File: config.mk
export PLATFORM = sky130hd
export DESIGN_NAME = command_fetch
export DESIGN_NICKNAME = d
export VERILOG_FILES = /design/src/rtl/g15_pkg.sv /design/src/rtl/command_fetch_serial_field_capture.sv /design/src/rtl/command_fetch.sv
export SDC_FILE = /design/constraint.sdc
export NUM_CORES = 1
export LEC_CHECK = 0
export ABC_AREA = 1
export CORE_MARGIN = 8
export CORE_UTILIZATION = 35
export DETAILED_ROUTE_END_ITERATION = 8
export GPL_TIMING_DRIVEN = 0
export SETUP_SLACK_MARGIN = 0.1
export SYNTH_ARGS = -nofsm -noshare
export SYNTH_HDL_FRONTEND = slang
export SYNTH_SLANG_ARGS = --single-unit
File: constraint.sdc
create_clock -name CLOCK -period 1.7 [get_ports CLOCK]
set_input_delay 0.425 -clock CLOCK [delete_from_list [all_inputs] [get_ports CLOCK]]
set_output_delay 0.425 -clock CLOCK [all_outputs]
set_load 0.01 [all_outputs]
File: src/rtl/g15_pkg.sv
// Shared definitions for the G-15 style command fetch: timing defaults, command-word field positions, FSM states.
// Defining BREAKPOINT_EN adds the HALT state used for breakpoint stops.
package g15_pkg;

    localparam int WORD_BITS_DEF  = 29;
    localparam int WORD_TIMES_DEF = 108;

    // Bit-time positions of the command-word fields on the command line
    localparam int CJ_LO   = 1;
    localparam int CJ_HI   = 13;
    localparam int N_LO    = 14;
    localparam int N_HI    = 20;
    localparam int BP_BIT  = 21;
    localparam int T_LO    = 22;
    localparam int T_HI    = 28;
    localparam int FIELD_W = 7;

`ifdef BREAKPOINT_EN
    typedef enum logic [2:0] {
        IDLE   = 3'd0,
        WAIT_L = 3'd1,
        READ   = 3'd2,
        EXEC   = 3'd3,
        HALT   = 3'd4
    } fetch_state_e;
`else
    typedef enum logic [2:0] {
        IDLE   = 3'd0,
        WAIT_L = 3'd1,
        READ   = 3'd2,
        EXEC   = 3'd3
    } fetch_state_e;
`endif

endpackage

File: src/rtl/command_fetch_serial_field_capture.sv
// One LSB-first serial field: shifts the command-line bit in while BIT_T lies in [LO, HI] and the enable is set.
module serial_field_capture
    import g15_pkg::*;
#(
    parameter int LO = N_LO,
    parameter int HI = N_HI,
    parameter int W  = FIELD_W
) (
    input  logic         clk,
    input  logic         rst_n,
    input  logic         en,
    input  logic [4:0]   bit_t,
    input  logic         din,
    output logic [W-1:0] field
);

    logic [W-1:0] field_q;
    logic [W-1:0] field_d;
    logic         in_window;

    // Right shift: after W shifts the first bit received sits in bit 0
    always_comb begin
        in_window = en && (bit_t >= 5'(LO)) && (bit_t <= 5'(HI));
        field_d   = field_q;
        if (in_window) begin
            field_d = {din, field_q[W-1:1]};
        end
    end

    always_ff @(posedge clk or negedge rst_n) begin
        if (!rst_n) begin
            field_q <= '0;
        end else begin
            field_q <= field_d;
        end
    end

    assign field = field_q;

endmodule

File: src/rtl/command_fetch.sv
// Command fetch sequencer: waits for the drum to reach word L, reads the command word serially, hands off to execution.
// Optional BREAKPOINT_EN adds a HALT state entered on a flagged command when the breakpoint switch is on.
module command_fetch
    import g15_pkg::*;
#(
    parameter int WORD_BITS  = WORD_BITS_DEF,
    parameter int WORD_TIMES = WORD_TIMES_DEF
) (
    input  logic       CLOCK,
    input  logic       rst_n,
    input  logic [4:0] BIT_T,
    input  logic [6:0] WORD_T,
    input  logic       CM,
    input  logic       START,
    input  logic       EXEC_DONE,
    input  logic       BP_SW,
    input  logic       GO,
    output logic       RC,
    output logic       CJ,
    output logic       CI,
    output logic [6:0] N_REG,
    output logic [6:0] T_REG,
    output logic       CMD_READY,
    output logic       HALTED
);

    localparam logic [4:0] LAST_BIT  = 5'(WORD_BITS - 1);
    localparam logic [6:0] LAST_WORD = 7'(WORD_TIMES - 1);

    fetch_state_e state_q;
    fetch_state_e state_d;
    logic [6:0]   l_q;
    logic [6:0]   l_d;
    logic         bp_q;
    logic         bp_d;
    logic         cj_q;
    logic         cj_d;
    logic         cmd_ready_q;
    logic         cmd_ready_d;
    logic [6:0]   next_word;
    logic [4:0]   next_bit;
    logic         reading;

    // The drum timing counters are the only time base; these give the position of the next bit time
    assign next_word = (WORD_T == LAST_WORD) ? 7'd0 : WORD_T + 7'd1;
    assign next_bit  = (BIT_T == LAST_BIT) ? 5'd0 : BIT_T + 5'd1;
    assign reading   = (state_q == READ);

    always_ff @(posedge CLOCK or negedge rst_n) begin
        if (!rst_n) begin
            state_q <= IDLE;
        end else begin
            state_q <= state_d;
        end
    end

    always_comb begin
        state_d = state_q;
        case (state_q)
            IDLE: begin
                if (START) begin
                    state_d = WAIT_L;
                end
            end
            WAIT_L: begin
                // Leaving at the last bit of word L-1 makes READ start exactly at bit 0 of word L
                if ((BIT_T == LAST_BIT) && (next_word == l_q)) begin
                    state_d = READ;
                end
            end
            READ: begin
                if (BIT_T == LAST_BIT) begin
                    state_d = EXEC;
                end
            end
            EXEC: begin
                if (EXEC_DONE) begin
`ifdef BREAKPOINT_EN
                    state_d = (bp_q && BP_SW) ? HALT : WAIT_L;
`else
                    state_d = WAIT_L;
`endif
                end
            end
`ifdef BREAKPOINT_EN
            HALT: begin
                if (GO) begin
                    state_d = WAIT_L;
                end
            end
`endif
            default: begin
                state_d = IDLE;
            end
        endcase
    end

    always_comb begin
        l_d  = l_q;
        bp_d = bp_q;
        if ((state_q == EXEC) && EXEC_DONE) begin
            l_d = N_REG;
        end
        if (reading && (BIT_T == 5'(BP_BIT))) begin
            bp_d = CM;
        end
    end

    // CJ is registered one bit time ahead so that CI = CM & CJ lines up with the current CM bit
    always_comb begin
        cj_d        = (state_d == READ) && (next_bit >= 5'(CJ_LO)) && (next_bit <= 5'(CJ_HI));
        cmd_ready_d = reading && (state_d == EXEC);
        RC          = reading;
`ifdef BREAKPOINT_EN
        HALTED      = (state_q == HALT);
`else
        HALTED      = 1'b0;
`endif
    end

    always_ff @(posedge CLOCK or negedge rst_n) begin
        if (!rst_n) begin
            l_q         <= '0;
            bp_q        <= 1'b0;
            cj_q        <= 1'b0;
            cmd_ready_q <= 1'b0;
        end else begin
            l_q         <= l_d;
            bp_q        <= bp_d;
            cj_q        <= cj_d;
            cmd_ready_q <= cmd_ready_d;
        end
    end

    assign CJ        = cj_q;
    assign CI        = CM & cj_q;
    assign CMD_READY = cmd_ready_q;

`ifndef BREAKPOINT_EN
    logic unused_bp;
    assign unused_bp = bp_q ^ BP_SW ^ GO;
`endif

    serial_field_capture #(
        .LO (N_LO),
        .HI (N_HI),
        .W  (FIELD_W)
    ) u_n_field (
        .clk   (CLOCK),
        .rst_n (rst_n),
        .en    (reading),
        .bit_t (BIT_T),
        .din   (CM),
        .field (N_REG)
    );

    serial_field_capture #(
        .LO (T_LO),
        .HI (T_HI),
        .W  (FIELD_W)
    ) u_t_field (
        .clk   (CLOCK),
        .rst_n (rst_n),
        .en    (reading),
        .bit_t (BIT_T),
        .din   (CM),
        .field (T_REG)
    );

endmodule

Word-level counts from Yosys, hierarchy flattened. Index checks and enable logic that the tools add are counted.

Multiplexer cells: 7. Reduce and logical (&&, ||, !) cells: 10. Order comparisons: 6. Bitwise operators: 1. $add $sub $neg: 2. Equal/unequal tests: 8.

Operators by type and width (count): $eq A3 B2 Y1 const B (4); $mux W3 (4); $pmux W3 S4 (1); $le A5 B5 Y1 const B (2); $logic_and A1 B1 Y1 (9); $add A7 B1 Y7 const B (1); $eq A7 B7 Y1 (1); $eq A7 B7 Y1 const B (1); $mux W7 (1); $add A5 B1 Y5 const B (1); $eq A5 B5 Y1 const B (1); $ge A5 B1 Y1 const B (1); $ge A5 B4 Y1 const B (1); $ge A5 B5 Y1 const B (1); $le A5 B4 Y1 const B (1); $mux W5 (1); $eq A3 B1 Y1 const B (1); $logic_not A3 Y1 (1); $and A1 B1 Y1 (1).

Input bits: 19. Register bits after elaboration: 26. Logic and storage cells: 40. Output and inout port bits: 19.

Depth between registers and ports, before layout. Gate-level depths: netlist of the first run.

Word-level depth: 9. Depth in mapped cells: 14. Mapped depth without buffers: 14.

Cells and area by module. From an unflattened synthesis of the first run, not the netlist that was laid out.

Cell total of the unflattened synthesis: 221. Area, all modules: 1627.8 um^2.

By module, submodules not included: command_fetch (instances 1, area an instance 933.4 um^2, cells an instance 139, sequential area each 300.3 um^2); serial_field_capture (u_t_field) (instances 1, area an instance 376.6 um^2, cells an instance 46, sequential area each 175.2 um^2); serial_field_capture (u_n_field) (instances 1, area an instance 317.8 um^2, cells an instance 36, sequential area each 175.2 um^2).

Least setup slack after synthesis of the first run. Ideal clock, no wire load.

Path kind: input to register. Start point: input port WORD_T[0]. End point: register cj_q, in the netlist CJ. Required time: 1628 ps. Library setup time: 72 ps. Stages: 14. Path slack: 157 ps. Arrival: 1472 ps. Buffers on the path: 0. Path through: ha_1 inv_1 nand2_1 nand2_1 nand2_1 nor2_1 nand2_1 nor2_1 nand2_1 nor2_2 nand3_1 nand2_2 inv_1 nor2_1.

Word-level cells in the longest chain between the ends: 9. Elaborated cells between the ends (all ways): 10. Classes of those cells: add/sub: 1; eq/ne: 3; mux: 3; reduce/logical: 3.

RTL lines: start, declared (line command_fetch.sv:12) `input logic [6:0] WORD_T,`; $add A7 B1 Y7 or $eq A7 B7 Y1 (tied branches) (line command_fetch.sv:45) `assign next_word = (WORD_T == LAST_WORD) ? 7'd0 : WORD_T + 7'd1;`; $mux W7 (*) (line command_fetch.sv:45); $eq A7 B7 Y1 (*) (line command_fetch.sv:67) `if ((BIT_T == LAST_BIT) && (next_word == l_q)) begin`; $logic_and A1 B1 Y1 (*) (line command_fetch.sv:67); $mux W3 (*) (line command_fetch.sv:67); $pmux W3 S4 (*) (line command_fetch.sv:59) `case (state_q)`; via state_d[1] (line command_fetch.sv:31) `fetch_state_e state_d;`; $eq A3 B2 Y1 (*) (line command_fetch.sv:111) `cj_d = (state_d == READ) && (next_bit >= 5'(CJ_LO)) && (next_bit <= 5'(CJ_HI));`; $logic_and A1 B1 Y1 (*) (2 in a row) (line command_fetch.sv:111); via cj_d (line command_fetch.sv:37) `logic cj_d;`; end signal, assigned (line command_fetch.sv:130) `cj_q <= cj_d;`; end, declared (line command_fetch.sv:36) `logic cj_q;`.

Mark *: on every way through the listed nets, which the timed path passes. The rest lies on a longest branch. A chain may end at the register's enable or synchronous reset.

Worst setup path in the final report of the first run.
Start point: input port WORD_T[2]. End point: register cj_q, in the netlist CJ.

Word-level cells in the longest chain between the ends: 9. Elaborated cells between the ends (all ways): 10. Classes of those cells: add/sub: 1; eq/ne: 3; mux: 3; reduce/logical: 3.

RTL lines (line): $add A7 B1 Y7 or $eq A7 B7 Y1 (tied branches) (command_fetch.sv:45); $mux W7 (*) (command_fetch.sv:45); $eq A7 B7 Y1 (*) (command_fetch.sv:67); $logic_and A1 B1 Y1 (*) (command_fetch.sv:67); $mux W3 (*) (command_fetch.sv:67); $pmux W3 S4 (*) (command_fetch.sv:59); $eq A3 B2 Y1 (*) (command_fetch.sv:111); $logic_and A1 B1 Y1 (*) (2 in a row) (command_fetch.sv:111); via cj_d (command_fetch.sv:37).

Marks and branches as above.

==> flow_summary.toml, run 1 <==
[synthesis]
ys_top_cells_by_area = "dfrtp_1 44%, nand2_1 14%, inv_1 9.2%, o21ai_0 7.2%, nand3_1 4.1%"
synth_area_per_cell_um2 = 7.29
synth_seq_cells = 26
ys_warn_count = 0
synthTopCellsByCount = "55 x nand2_1, 36 x inv_1, 26 x dfrtp_1"
synth-simple-area-share = 0.278
synthCells = 201
async_flop_share = 1.00
synthXorXnorAreaFrac = 0.0239
synth_mux_area_frac = 0.0154
synth-compound-area-share = 0.103
synthAdderAreaFrac = 0.0256
syn_area_um2 = 1470
yosys.area.top_type = "dfrtp_1"
synth.distinct_cells = 23
synth_top_area_share = 0.444
synth_edf_count = 0
yosysMostFrequentCell = "nand2_1"
seq_area_frac_synth = 0.444
synth_ff_type = "dfrtp_1"
synth_top_family_by_area = "simple AND/OR/NAND/NOR gates"

[setup_path]
r2r_slack_ps = 220
r2r_end = "CJ"
rr_startpoint = "l_q[1]"
crit_type = "input port to flop"
critPathMaxFanout = 4
start_kind = "input port"
cp-end-kind = "flop"
arrival_ps = 1770
critical_path_required_ps = 1890
reg2reg_depth = 13

[cts]
cts-buffers-inserted = 3
worstSkewPairLatency_ps = 260
clk_path_buf_depth = 2
path_clk_slew_ps = 80
cts.htree.levels = 1
cts_sinks = 26
tritoncts = "done"
root_buffer = "clkbuf_8"

[floorplan]
ios = 38
dieArea_um2 = 6510
start_util = 0.364
die_x_um = 80.7
die_h_um = 80.7
core_um2 = 4030
rows = 23

[sta]
grt_setup_unrepaired = "true"
timing_hold_violations_final = 0
fin_skew_ps = 2.63
timing.final.ws_setup_ps = 124
tightest_slew_ps = 1140
max_freq_mhz = 634
fin_crit_ps = 1580
finalMaxSlewViolations = 0
max_slew_margin = 0.239
post-route-period-util = 0.927
setup-violations-final = 0

[global_routing]
grt-ovfl-total = 0
grt_pass1_wl_mm = 5.67
grt_max_degree = 27
grt.total_usage = 0.108
antenna_found_initial = 0
grt_pass1_vias = 1281

[layout]
final_layout_size_suffix_gt1_frac = 0.176
final_util = 0.491
n_antenna_cell = 0
fin_nets = 269
syn2layout_area_growth_pct = 35.1

[drt]
avgRoutedWirePerCell_um = 11.3
routed_wl_mm = 3.33
drc = 0
drtAntennaViolNets = 0
vias = 1341
drtIter0Drc = 55
dr.pass1.iters = 4
detail_route.vias_per_cell = 4.55

[status]
run_status = "finished clean"

[pwr]
total_leakage_power_nw = 1.06
power_density_nw_per_um2 = 564
irDropWorstVdd_mv = 0.267

[placement]
io_buffer_count = 34
hpwl_mm = 2.53
place_ws_ps = -628
gp_congestion = 0.810

[job]
drv_cap = 0

[hold_path]
min_path_type = "input port to async pin"
## report_power, final
part,switching [mW],internal [mW]
clock,0.179,0.158
sequential,0.00157,0.622
combinational,0.0899,0.0658
## critical path: stages
cell,delay (ps)
dlygate4sd2_1,300
nand3_1,190
o21ai_2,180
nand3_1,80
nand2_1,60
nand2_1,50
nor2_2,130
nand2_1,80
nand2_2,70
nand3_2,80
nor2_2,120
## repair_timing
item	CTS	global route
endpoints found under the setup margin	30	37
pin swaps	8	15
hold buffers	0	0
setup buffers	4	2
resized for setup	50	24
## kinds of logic after synthesis
logic type                 Yosys count
AOI/OAI and AO/OA                   29
xor gates and xnor gates             4
adders and majority gates            3
buffers and inverters               41
DFF                                 26
muxes                                2
other                                1
and+or+nand+nor                     95
## metrics by stage
stage	instance area, um^2	power [mW]	std cells	hold slack (ps)	TNS, ps
2_1_floorplan	1470	0.711	202	129	0
3_3_place_gp	1870	0.783	286	472	-11700
3_5_place_dp	1870	0.783	286	476	-11420
4_1_cts	1940	1.13	293	497	0
5_1_grt	1980	1.18	295	495	-0.830
6_report	1980	1.12	295	375	0
## cell usage in the layout, fill, tap and decap left out, types with 4 or more instances in the layout
master           count
nor2_2              10
nor2_1               9
clkdlybuf4s50_1      4
o21ai_0             21
inv_1               33
dfrtp_1             26
nand2_1             53
inv_2                4
dlygate4sd2_1       20
nand3_1             11
xor2_1               4
buf_4                8
a21oi_1              5
nand2_2              4
## routing by layer
| metal | part of all wire | GRT usage | vias to the layer above |
|---|---|---|---|
| li1 | - | - | 708 |
| met1 | 0.46 | 0.132 | 602 |
| met2 | 0.46 | 0.175 | 29 |
| met3 | 0.076 | 0.0402 | 2 |
| met4 | 0.0039 | 0.0268 | 0 |
| met5 | 0 | 0 | - |
## cell type report
class,count,area (um^2)
Fill cell,421,2050
Multi-Input combinational cell,135,712
Sequential cell,26,651
Timing Repair Buffer,40,350
Inverter,37,139
Tap cell,50,62.6
Clock buffer,3,41.3
Buffer,4,23.8
## worst max-delay path by stage
stage                   start  to  cells past startpoint
detailed placement  WORD_T[0]  CJ                     14
floorplan           WORD_T[0]  CJ                     14
CTS                 WORD_T[1]  CJ                     14
global placement    WORD_T[0]  CJ                     14
finish              WORD_T[2]  CJ                     11
global route        WORD_T[2]  CJ                     13
## sequential cells by signal, summed over array words and instances (netlist names)
signal	flops
l_q	7
u_n_field.field	7
u_t_field.field	7
state_q	3
CJ	1
CMD_READY	1
No activity file was read; power rests on OpenSTA's default activity.
==> run 2: changes to the inputs <==
--- a/config.mk
+++ b/config.mk
@@ -7,7 +7,8 @@
 export LEC_CHECK = 0
 export ABC_AREA = 1
 export CORE_MARGIN = 8
-export CORE_UTILIZATION = 35
+export CORE_UTILIZATION = 30
+export CTS_CLUSTER_SIZE = 8
 export DETAILED_ROUTE_END_ITERATION = 8
 export GPL_TIMING_DRIVEN = 0
 export SETUP_SLACK_MARGIN = 0.1
==> run 2 against run 1 <==
Against the previous run:
- sequential share of layout area is 1.4 points lower
- setup slack better by 23 ps
- clock skew is 1.4 ps higher
- total power is 5.5% higher
- first-iteration DRC count is 40% higher
- flip-flop and latch count stayed put
- wire length is 3.0% higher
- critical path type is now input port to output port
- fmax is 1.5% higher
- largest cell class unchanged
- combinational power hardly changed
- critical path depth is 7 lower
==> flow_summary.toml, run 2 (synthesis gave the netlist of run 1 again) <==
[drt]
dr.pass1.iters = 4
avgRoutedWirePerCell_um = 10.7
drc = 0
drtIter0Drc = 77
drtAntennaViolNets = 0
routed_wl_mm = 3.43
detail_route.vias_per_cell = 4.28
vias = 1364

[pwr]
power_density_nw_per_um2 = 569
power_mw = 1.18
total_leakage_power_nw = 1.12
irDropWorstVdd_mv = 0.243

[global_routing]
grt.total_usage = 0.101
grt-ovfl-total = 0
grt_pass1_vias = 1394
grt_max_degree = 27
grt_pass1_wl_mm = 6.11
antenna_found_initial = 0

[sta]
fin_skew_ps = 4.02
setup-violations-final = 0
grt_setup_unrepaired = "true"
fin_crit_ps = 1550
tightest_slew_ps = 1160
max_slew_margin = 0.227
post-route-period-util = 0.914
tns_ps = 0
max_freq_mhz = 644
timing_hold_violations_final = 0
finalMaxSlewViolations = 0

[floorplan]
ios = 38
dieArea_um2 = 7380
rows = 25
core_um2 = 4720
start_util = 0.310
die_h_um = 85.9
die_x_um = 85.9

[job]
drv_cap = 0

[layout]
n_antenna_cell = 0
final_layout_size_suffix_gt1_frac = 0.210
final_cell_mix = "52 x nand2_1, 32 x inv_1, 26 x dfrtp_1"
fin_nets = 275
syn2layout_area_growth_pct = 41.2
layout_commonest_cell = "nand2_1"

[cts]
cts.htree.levels = 1
path_clk_slew_ps = 90
cts_sinks = 26
cts_hold_buffers = 0
tritoncts = "done"
cts-buffers-inserted = 3
root_buffer = "clkbuf_8"
clk_path_buf_depth = 2
worstSkewPairLatency_ps = 270

[setup_path]
critical-path-max-stage-delay_ps = 480
critPathMaxFanout = 2
crit_type = "input port to output port"
worstPathCellList = "clkdlybuf4s50_1 -> nand2_1 -> inv_1 -> buf_2"
start_kind = "input port"
critical_path_required_ps = 1270
arrival_ps = 1130
r2r_slack_ps = 250
cp-end-kind = "output port"
crit_slowest_cell = "clkdlybuf4s50_1"

[placement]
io_buffer_count = 34
gp_congestion = 0.780
hpwl_mm = 2.53

[status]
run_status = "finished clean"

[hold_path]
min_path_type = "input port to async pin"
run 2: changes by cell type in the layout (fill, tap and decap cells not counted), moves of 2 or more:
cell / previous run / this run
buf_4: 8 / 15
clkbuf_8: 3 / 5
nand3_1: 11 / 9
nand3_2: 1 / 3
nor2_1: 9 / 12
nor2_2: 10 / 7
run 2: worst paths after layout:
| check | from | endpoint | cells after the start |
|---|---|---|---|
| setup / recovery | CM | CI | 4 |
| hold / removal | rst_n | u_t_field.field[5] | 1 |
| setup reg to reg | l_q[1] | CJ | 13 |
| hold reg to reg | l_q[2] | l_q[2] | 2 |
| max in group asynchronous | rst_n | l_q[2] | 1 |
| min in group CLOCK | l_q[2] | l_q[2] | 2 |
run 2: layout make-up:
cell class                 count  area (um^2)
buffer                         4         33.8
clock buffer                   4         55.1
fill                         478         2650
inverter                      37          139
multi-input combinational    135          717
sequential                    26          651
tap                           67         83.8
timing repair buffer          46          390
run 2: power breakdown:
part | internal, mW | switching [mW] | total (mW)
Clock | 0.207 | 0.189 | 0.396
Sequential | 0.622 | 0.00174 | 0.623
Combinational | 0.0675 | 0.0916 | 0.159
Total | 0.896 | 0.282 | 1.18
run 2: repair_timing:
item,in CTS,in global routing
endpoints found under the setup margin,32,45
pin swaps,9,10
setup buffers,9,3
hold endpoints to repair,0,0
gates resized for setup,52,30
run 2: per-stage QoR:
| stage | instances | utilization | hold WS [ps] | setup WS [ps] | area (um^2) |
|---|---|---|---|---|---|
| 2_1_floorplan | 202 | - | 129 | 157 | 1470 |
| 3_3_place_gp | 303 | 0.401 | 469 | -640 | 1890 |
| 3_5_place_dp | 303 | 0.401 | 483 | -616 | 1890 |
| 4_1_cts | 316 | 0.428 | 504 | 33.2 | 2020 |
| 5_1_grt | 319 | 0.438 | 497 | 3.40 | 2070 |
| 6_report | 319 | 0.438 | 382 | 146 | 2070 |
run 2: layer usage:
metal	routed length (um)	GRT usage	vias up	part of all wire
met5	0	0	-	0
met4	33	0.0334	0	0.0096
met3	168	0.0267	4	0.049
met2	1590	0.170	26	0.46
met1	1640	0.119	608	0.48
li1	-	-	726	-
run 2: worst max-delay path: cells and delay by family:
kind                   cells  cell delay, ps
buffers and inverters      3             650
and+or+nand+nor            1              50
==> run 3: changes to the inputs <==
--- a/config.mk
+++ b/config.mk
@@ -11,6 +11,7 @@
 export CTS_CLUSTER_SIZE = 8
 export DETAILED_ROUTE_END_ITERATION = 8
 export GPL_TIMING_DRIVEN = 0
+export REMOVE_ABC_BUFFERS = 1
 export SETUP_SLACK_MARGIN = 0.1
 export SYNTH_ARGS = -nofsm -noshare
 export SYNTH_HDL_FRONTEND = slang
==> run 3 against run 2 <==
Against the previous run:
- sequential power about the same
- non-clock buffer count is 8 lower
- clock power is 14% lower
- die area stayed put
- critical path depth is 8 higher
- final cell count shrank 2.8%
- first-iteration DRC count shrank 39%
- via count decreased by 2.9%
- register-to-register slack hardly changed
- core utilization shrank 1.4 points
- cell area is 3.1% lower
- critical path type is now input port to flop
- critical endpoint is now CJ
==> flow_summary.toml, run 3 (synthesis gave the netlist of run 1 again) <==
[status]
run_status = "finished clean"

[setup_path]
r2r_end = "CJ"
reg2reg_depth = 13
critPathMaxFanout = 6
rr_startpoint = "l_q[0]"
cp-end-kind = "flop"
arrival_ps = 1780
crit_type = "input port to flop"
r2r_slack_ps = 260
start_kind = "input port"
critical_path_required_ps = 1900

[pwr]
total_leakage_power_nw = 1.07
irDropWorstVdd_mv = 0.346
power_density_nw_per_um2 = 558
p_int_mw = 0.844
power_mw = 1.12
switching_power_mw = 0.275
p_clk_frac = 0.306
pwr-share-seq = 0.557
power_frac_comb = 0.138
netSwitchingFraction = 0.246

[drt]
avgRoutedWirePerCell_um = 10.6
drc = 0
detail_route.vias_per_cell = 4.27
drtAntennaViolNets = 0
routed_wl_mm = 3.27
vias = 1324
dr.pass1.iters = 4
drtIter0Drc = 47

[hold_path]
min_path_type = "input port to async pin"

[layout]
final_layout_size_suffix_gt1_frac = 0.181
final_cell_mix = "51 x nand2_1, 33 x inv_1, 26 x dfrtp_1"
fin_nets = 267
layout_commonest_cell = "nand2_1"
syn2layout_area_growth_pct = 36.9
n_antenna_cell = 0
instances_no_fill = 310

[placement]
io_buffer_count = 34
hpwl_mm = 2.51
post-place-cells = 299
gp_congestion = 0.764

[cts]
cts_hold_buffers = 0
clk_path_buf_depth = 2
cts_sinks = 26
path_clk_slew_ps = 80
root_buffer = "clkbuf_8"
tritoncts = "done"
cts-buffers-inserted = 3
cts.htree.levels = 1
worstSkewPairLatency_ps = 270

[floorplan]
rows = 25
ios = 38
start_util = 0.310
die_h_um = 85.9
dieArea_um2 = 7380
die_x_um = 85.9
core_um2 = 4720

[sta]
tightest_slew_ps = 1130
finalMaxSlewViolations = 0
post-route-period-util = 0.928
timing_hold_violations_final = 0
max_freq_mhz = 634
hold_slack_ps = 363
grt_setup_unrepaired = "true"
fin_skew_ps = 3.11
max_slew_margin = 0.247
fin_crit_ps = 1580
setup-violations-final = 0

[global_routing]
grt_pass1_wl_mm = 5.59
grt.total_usage = 0.0934
grt-ovfl-total = 0
grt_max_degree = 27
grt_pass1_vias = 1247
antenna_found_initial = 0

[job]
drv_cap = 0
run 3: timing repair:
action                                  CTS  global route
buffers inserted                          4             4
gates resized for setup                  48            19
pin swaps                                 9             8
endpoints found under the setup margin   33            44
cloned                                    0             0
run 3: power by group through the flow:
stage | logic [mW] | registers (mW) | clock network (mW)
3_3_place_gp | 0.145 | 0.636 | 0
4_1_cts | 0.153 | 0.623 | 0.357
2_1_floorplan | 0.0732 | 0.636 | 0
3_5_place_dp | 0.145 | 0.636 | 0
6_report | 0.154 | 0.623 | 0.342
5_1_grt | 0.177 | 0.624 | 0.382
run 3: worst max-delay path: stages:
cell and delay (ps):
dlygate4sd2_1 260, inv_1 80, nor2_2 130, nand3_4 110, buf_4 150, nand4_1 60
nand2_1 80, nor2_2 130, nand3_1 100, nand2_2 90, inv_1 50, nor2_2 120
run 3: per-layer routing:
layer | track usage | vias up | part of all wire
met5 | 0 | - | 0
met4 | 0.0430 | 0 | 0.017
met3 | 0.0296 | 5 | 0.064
met2 | 0.154 | 23 | 0.47
met1 | 0.107 | 586 | 0.45
li1 | - | 710 | -
run 3: metrics by stage:
stage | utilization | setup TNS (ps) | cell area [um^2] | setup slack, ps
floorplan | - | 0 | 1450 | 157
global placement | 0.397 | -12080 | 1870 | -643
detailed placement | 0.397 | -12230 | 1870 | -651
CTS | 0.415 | -43.6 | 1960 | -43.6
global route | 0.425 | 0 | 2010 | 16.9
finish | 0.425 | 0 | 2010 | 123
run 3: how the worst max path moves through the flow:
stage | to | start | slack, ps | depth (start not counted)
after global placement | CJ | WORD_T[0] | -640 | 14
after floorplan | CJ | WORD_T[0] | 160 | 14
final | CJ | WORD_T[5] | 120 | 12
after CTS | CJ | BIT_T[1] | -40 | 11
after detailed placement | CJ | WORD_T[0] | -650 | 14
after global routing | CJ | WORD_T[0] | 20 | 14
run 3: area by class of cell:
type / instances / area, um^2
fillers: 513 / 2720
inverters: 37 / 139
flip-flops and latches: 26 / 651
repair buffers: 42 / 363
well taps: 67 / 83.8
clock buffers: 3 / 41.3
multi-input cells: 135 / 728
==> patch 1 (flow settings as in run 3) <==
The option `BREAKPOINT_EN` is turned on by a define.
--- a/src/rtl/g15_pkg.sv
+++ b/src/rtl/g15_pkg.sv
@@ -1,5 +1,7 @@
 // Shared definitions for the G-15 style command fetch: timing defaults, command-word field positions, FSM states.
 // Defining BREAKPOINT_EN adds the HALT state used for breakpoint stops.
+`define BREAKPOINT_EN
+
 package g15_pkg;
 
     localparam int WORD_BITS_DEF  = 29;
Function: changed (a bounded check fails within 10 cycles, from zero or initial values and one cycle with rst_n low).
==> patch 1 against run 3 <==
Worst hold slack gained 0.13 ns. Final area grew 15%. Synthesized cell count grew 16%. Synthesized area grew 13%. Setup slack lost 0.037 ns. Sequential cell count grew 1. Sequential share of layout area shrank 3.1 points. Maximum frequency shrank 2.3%. Routed wire length grew 28%. Via count grew 21%.
Power is not compared: it rests on default switching activity, and its combinational part moved more than twofold at a synthesized area within 25%.
==> patch 1: results (changes against run 3) <==
| Metric | Value |
|---|---|
| Synth unique cells | 28 (+22%) |
| 1st-pass router iterations | 4 (unchanged) |
| Drt drc | 0 (unchanged) |
| FFs w/ async S/R, synth | 1.000 (unchanged) |
| Clock latency on the worst-skew pair | 0.27 ns (about the same) |
| FILL cells | 558 (+8.8%) |
| Layout cells sized above 1 | 0.2100 (+0.02889) |
| CTS clk-pin slew, worst paths | 0.10 ns (+0.02 ns) |
| GPL Wtd Cong | 0.8536 (+12%) |
| Worst-path fanout max | 2 (-4) |
| Final Net Count | 305 (+14%) |
| Crit path to | RC |
| Synth top cells by count | 62 x nand2_1, 37 x inv_1, 27 x dfrtp_1 |
| Min-Delay Path Class | input port to async pin |
| Slew HR | 0.2181 (-0.02937) |
| Diode count | 0 (unchanged) |
| Inserted Clock Buffers | 3 (unchanged) |
| Syn_area_per_cell | 7.078 um^2 (-2.9%) |
| Clk buf depth | 2 (unchanged) |
| Post-Route WL | 4.198 mm (+28%) |
| Slew Limit Fails | 0 (unchanged) |
| Synthesis Warnings | 0 (unchanged) |
| Slowest CP cell | dfrtp_1 |
| Largest net degree at the start of global routing | 28 (+3.7%) |
| CTS Root Buffer Type | clkbuf_8 |
| Vias per cell | 4.524 (+5.9%) |
| Status | finished clean |
| DRT iter0 DRCs | 64 (+36%) |
| Worst reg-to-reg setup slack | 0.18 ns (-0.08 ns) |
| H-tree levels | 1 (unchanged) |
| Post-DP Area | 2085 um^2 (+11%) |
| P_leak | 1.150 nW |
| Slowest Stage Delay on Critical Path | 0.38 ns (+0.12 ns) |
| Main flop type after synthesis | dfrtp_1 |
| Area contributors post-synth | dfrtp_1 41%, nand2_1 14%, inv_1 8.4% |
| Sequential share of the synthesized area | 0.4097 (-0.03435) |
| RR Endpoint | u_t_field.field[5]$_DFFE_PN0P_ |
| # port buffers | 37 (+8.8%) |
| Critical path launch point | state_q[1]$_DFF_PN0_ |
| Maximum VDD drop | 0.7120 mV |
| Final HPWL DP | 3.032 mm (+21%) |
| First-pass GRT wire length | 7.017 mm (+26%) |
| Clock Skews | 0.006697 ns (+0.003588 ns) |
| Initial antenna violation count | 0 (unchanged) |
| Reg2Reg Depth | 10 (-3) |
| Via count | 1597 (+21%) |
| Crit path DAT | 1.19 ns (-0.59 ns) |
| Total GRT Usage | 0.1013 (+0.007858) |
| Placed Instances | 338 (+13%) |
[patch 1: cell count changes in the layout (fill, tap and decap cells not counted), moves of 4 or more]
cell	change
nor2_2	-4
xor2_1	-4
nand4_1	+4
nor2_1	+9
nand3_1	+9
dlymetal6s2s_1	-4
nand2_1	+6
[patch 1: metrics by stage]
stage / setup WS, ns / TNS (ns) / hold slack [ns]
floorplan: 0.05587 / 0 / 0.1294
global placement: -0.7680 / -17.53 / 0.4855
detailed placement: -0.7775 / -16.60 / 0.4798
CTS: 0.02529 / 0 / 0.5025
global route: 0.01962 / 0 / 0.5313
finish: 0.08526 / 0 / 0.4951
[patch 1: per-layer routing]
metal,track usage,routed length (um),vias up
met5,0,0,-
met2,0.1656,1887,33
li1,-,-,843
met3,0.02909,227,2
met1,0.1276,2066,719
met4,0.02497,16,0
[patch 1: layout make-up]
| class | count | area, um^2 | share of cell area |
|---|---|---|---|
| flip-flops and latches | 27 | 676.9 | 0.2934 |
| clock inverters | 1 | 7.507 | 0.003254 |
| repair buffers | 47 | 386.6 | 0.1676 |
| well taps | 72 | 90.09 | 0.03905 |
| clock buffers | 3 | 41.29 | 0.01790 |
| inverters | 39 | 150.1 | 0.06508 |
| multi-input cells | 164 | 954.7 | 0.4138 |
[patch 1: cell families after synthesis]
group / count (synthesis) / share of synthesized area
multiplexers: 1 / 0.006828
buffers and inverters: 43 / 0.1039
AND/OR/NAND/NOR: 123 / 0.3278
XOR/XNOR: 2 / 0.01062
flip-flops: 27 / 0.4097
adder cells (fa/ha/maj): 4 / 0.03035
AO/OA/AOI/OAI: 33 / 0.1108
[patch 1: how the worst min path moves through the flow]
stage / start / cells after the start / end
after floorplan: rst_n / 0 / CJ$_DFF_PN0_
after global placement: u_t_field.field[0]$_DFFE_PN0P_ / 2 / u_t_field.field[0]$_DFFE_PN0P_
after detailed placement: u_t_field.field[0]$_DFFE_PN0P_ / 2 / u_t_field.field[0]$_DFFE_PN0P_
after CTS: u_t_field.field[0]$_DFFE_PN0P_ / 2 / u_t_field.field[0]$_DFFE_PN0P_
after global routing: bp_q$_DFFE_PN0P_ / 2 / bp_q$_DFFE_PN0P_
final: rst_n / 1 / u_t_field.field[4]$_DFFE_PN0P_
[patch 1: repair_timing]
item | CTS | global route
buffers inserted | 7 | 3
endpoints found under the setup margin | 36 | 21
pin swaps | 6 | 14
resized for setup | 66 | 34
gates cloned | 1 | 0
hold buffers | 0 | 0
[patch 1: where the power goes]
part | switching, mW | total [mW] | internal, mW
combinational | 0.358 | 0.632 | 0.274
clock | 0.200 | 0.366 | 0.166
sequential | 0.0897 | 0.865 | 0.775
[patch 1: worst max-delay path, delay by kind of cell (launching register included)]
family,cells,cell delay (ns)
buffers and inverters,4,0.31
and+or+nand+nor,2,0.22
DFF,1,0.38
==> patch 2 (settings of run 3) <==
Made on the original files. Re-encode `fetch_state_e` (4 states) as Gray code, 2 bits wide.
--- a/src/rtl/g15_pkg.sv
+++ b/src/rtl/g15_pkg.sv
@@ -24,11 +24,11 @@
         HALT   = 3'd4
     } fetch_state_e;
 `else
-    typedef enum logic [2:0] {
-        IDLE   = 3'd0,
-        WAIT_L = 3'd1,
-        READ   = 3'd2,
-        EXEC   = 3'd3
+    typedef enum logic [1:0] {
+        IDLE   = 2'b00,
+        WAIT_L = 2'b01,
+        READ   = 2'b11,
+        EXEC   = 2'b10
     } fetch_state_e;
 `endif
 
Function: no difference found for any inputs over 10 cycles, from zero or initial values and one cycle with rst_n low; not proved beyond that.
==> patch 2 against run 3 <==
Critical path depth unchanged. Synthesized area down 2.1%. Synthesized cell count fell by 3.5%. Setup slack gained 0.023 ns. Combinational power is 16% higher. Non-clock buffer count down 1. Count of clock-buffer cells in the layout grew 1. Utilization is 1.0 points lower. Power increased by 2.2%. Sequential power shrank 0.8%. Final area is 3.7% lower. Global-route usage shrank 0.27 points. Routed wire length fell by 2.6%. Sequential cell count down 1. Critical path type unchanged. Largest power group unchanged.
==> patch 2: results (changes against run 3) <==
| Metric | Value |
|---|---|
| Post-DP Area | 1815 um^2 (-3.1%) |
| Post-Route WL | 3.188 mm (-2.6%) |
| Crit path DAT | 1.74 ns (-0.04 ns) |
| Routing usage on met1 | 0.1059 (-0.001342) |
| Status | finished clean |
| DRT met1 WL | 1.498 mm (+1.1%) |
| Vias per cell | 4.443 (+4.0%) |
| Synth unique cells | 26 (+13%) |
| 1st-pass router iterations | 4 (unchanged) |
| Synthesis Warnings | 0 (unchanged) |
| Total GRT Usage | 0.09069 (-0.002730) |
| Via count | 1284 (-3.0%) |
| Area contributors post-synth | dfrtp_1 44%, nand2_1 14%, inv_1 8.1% |
| P_leak | 1.038 nW (-2.7%) |
| WHS | 0.3648 ns (+0.001304 ns) |
| Power per cell area | 592.7 nW/um^2 (+6.2%) |
| Met2 wire length | 1.482 mm (-2.9%) |
| Layout cells sized above 1 | 0.1489 (-0.03213) |
| Critical path launch point | WORD_T[0] |
| RR Endpoint | CJ$_DFF_PN0_ |
| Clock Skews | 0.001431 ns (-0.001678 ns) |
| Reg2Reg Depth | 6 (-7) |
| Final Net Count | 258 (-3.4%) |
| Clock latency on the worst-skew pair | 0.26 ns |
| Placed Instances | 278 (-7.0%) |
| H-tree levels | 1 (unchanged) |
| Worst reg-to-reg setup slack | 0.28 ns (+0.02 ns) |
| Setup WS pre-CTS | -0.6782 ns (-0.02697 ns) |
| Largest net degree at the start of global routing | 26 (-3.7%) |
| Met3 WL | 179 um (-14%) |
| Slew HR | 0.2532 (+0.005697) |
| FFs w/ async S/R, synth | 1.000 (unchanged) |
| GRT met3 Usage | 0.02413 (-0.005477) |
| GPL Wtd Cong | 0.7622 (-0.26%) |
| DRT iter0 DRCs | 43 (-8.5%) |
| Maximum VDD drop | 0.2713 mV (-22%) |
| Mapped Cells | 194 (-3.5%) |
| Sequential share of the synthesized area | 0.4363 (-0.007765) |
| R2R Path Start | state_q[0]$_DFF_PN0_ |
| Synth top cells by count | 52 x nand2_1, 31 x inv_1, 25 x dfrtp_1 |
| M2 GR Usage | 0.1563 (+0.002296) |
| FILL cells | 474 (-7.6%) |
| Worst-path fanout max | 7 (+1) |
| Final HPWL DP | 2.434 mm (-3.1%) |
| Post-synth top area share | 0.4363 (-0.007765) |
| First-pass GRT wire length | 5.464 mm (-2.2%) |
-- patch 2: cell type report --
cell class / instances / area share
Multi-Input combinational cell: 132 / 0.3571
Sequential cell: 25 / 0.3240
Timing Repair Buffer: 41 / 0.1964
Inverter: 33 / 0.06416
Tap cell: 54 / 0.03500
Clock buffer: 4 / 0.02333
-- patch 2: worst max-delay path, cell delays in order --
cell	delay (ns)
buf_2	0.14
ha_2	0.31
inv_1	0.04
nand2_1	0.05
nand2_1	0.05
nor2_1	0.08
nand2_1	0.05
nor2_1	0.11
nand3_1	0.09
nor2_2	0.12
nand3_2	0.10
a21oi_2	0.17
-- patch 2: logic make-up (layout without fill, tap and decap cells) --
kind of cell	after synthesis	after routing	synth area share
AO/OA/AOI/OAI	32	32	0.1318
XOR/XNOR	2	2	0.01222
adder cells (fa/ha/maj)	3	3	0.02618
buffers and inverters	37	78	0.1047
flip-flops	25	25	0.4363
other	1	1	0.002615
AND/OR/NAND/NOR	94	94	0.2862
-- patch 2: power breakdown --
part	internal (mW)	leakage, nW	total (mW)	switching [mW]
Clock	0.167	0.0228	0.347	0.180
Sequential	0.608	0.323	0.618	0.0104
Combinational	0.0773	0.691	0.178	0.101
-- patch 2: what timing repair did --
item / 4_1_cts / 5_1_grt
gates resized for setup: 37 / 15
setup buffers: 5 / 2
setup endpoints to repair: 31 / 43
pin swaps: 4 / 12
-- patch 2: worst max-delay path by stage --
stage,depth (start not counted),endpoint,slack [ns]
floorplan,10,CJ$_DFF_PN0_,0.22
global placement,12,CJ$_DFF_PN0_,-0.68
detailed placement,12,CJ$_DFF_PN0_,-0.68
CTS,11,CJ$_DFF_PN0_,0.01
global route,12,CJ$_DFF_PN0_,0.02
finish,12,CJ$_DFF_PN0_,0.15
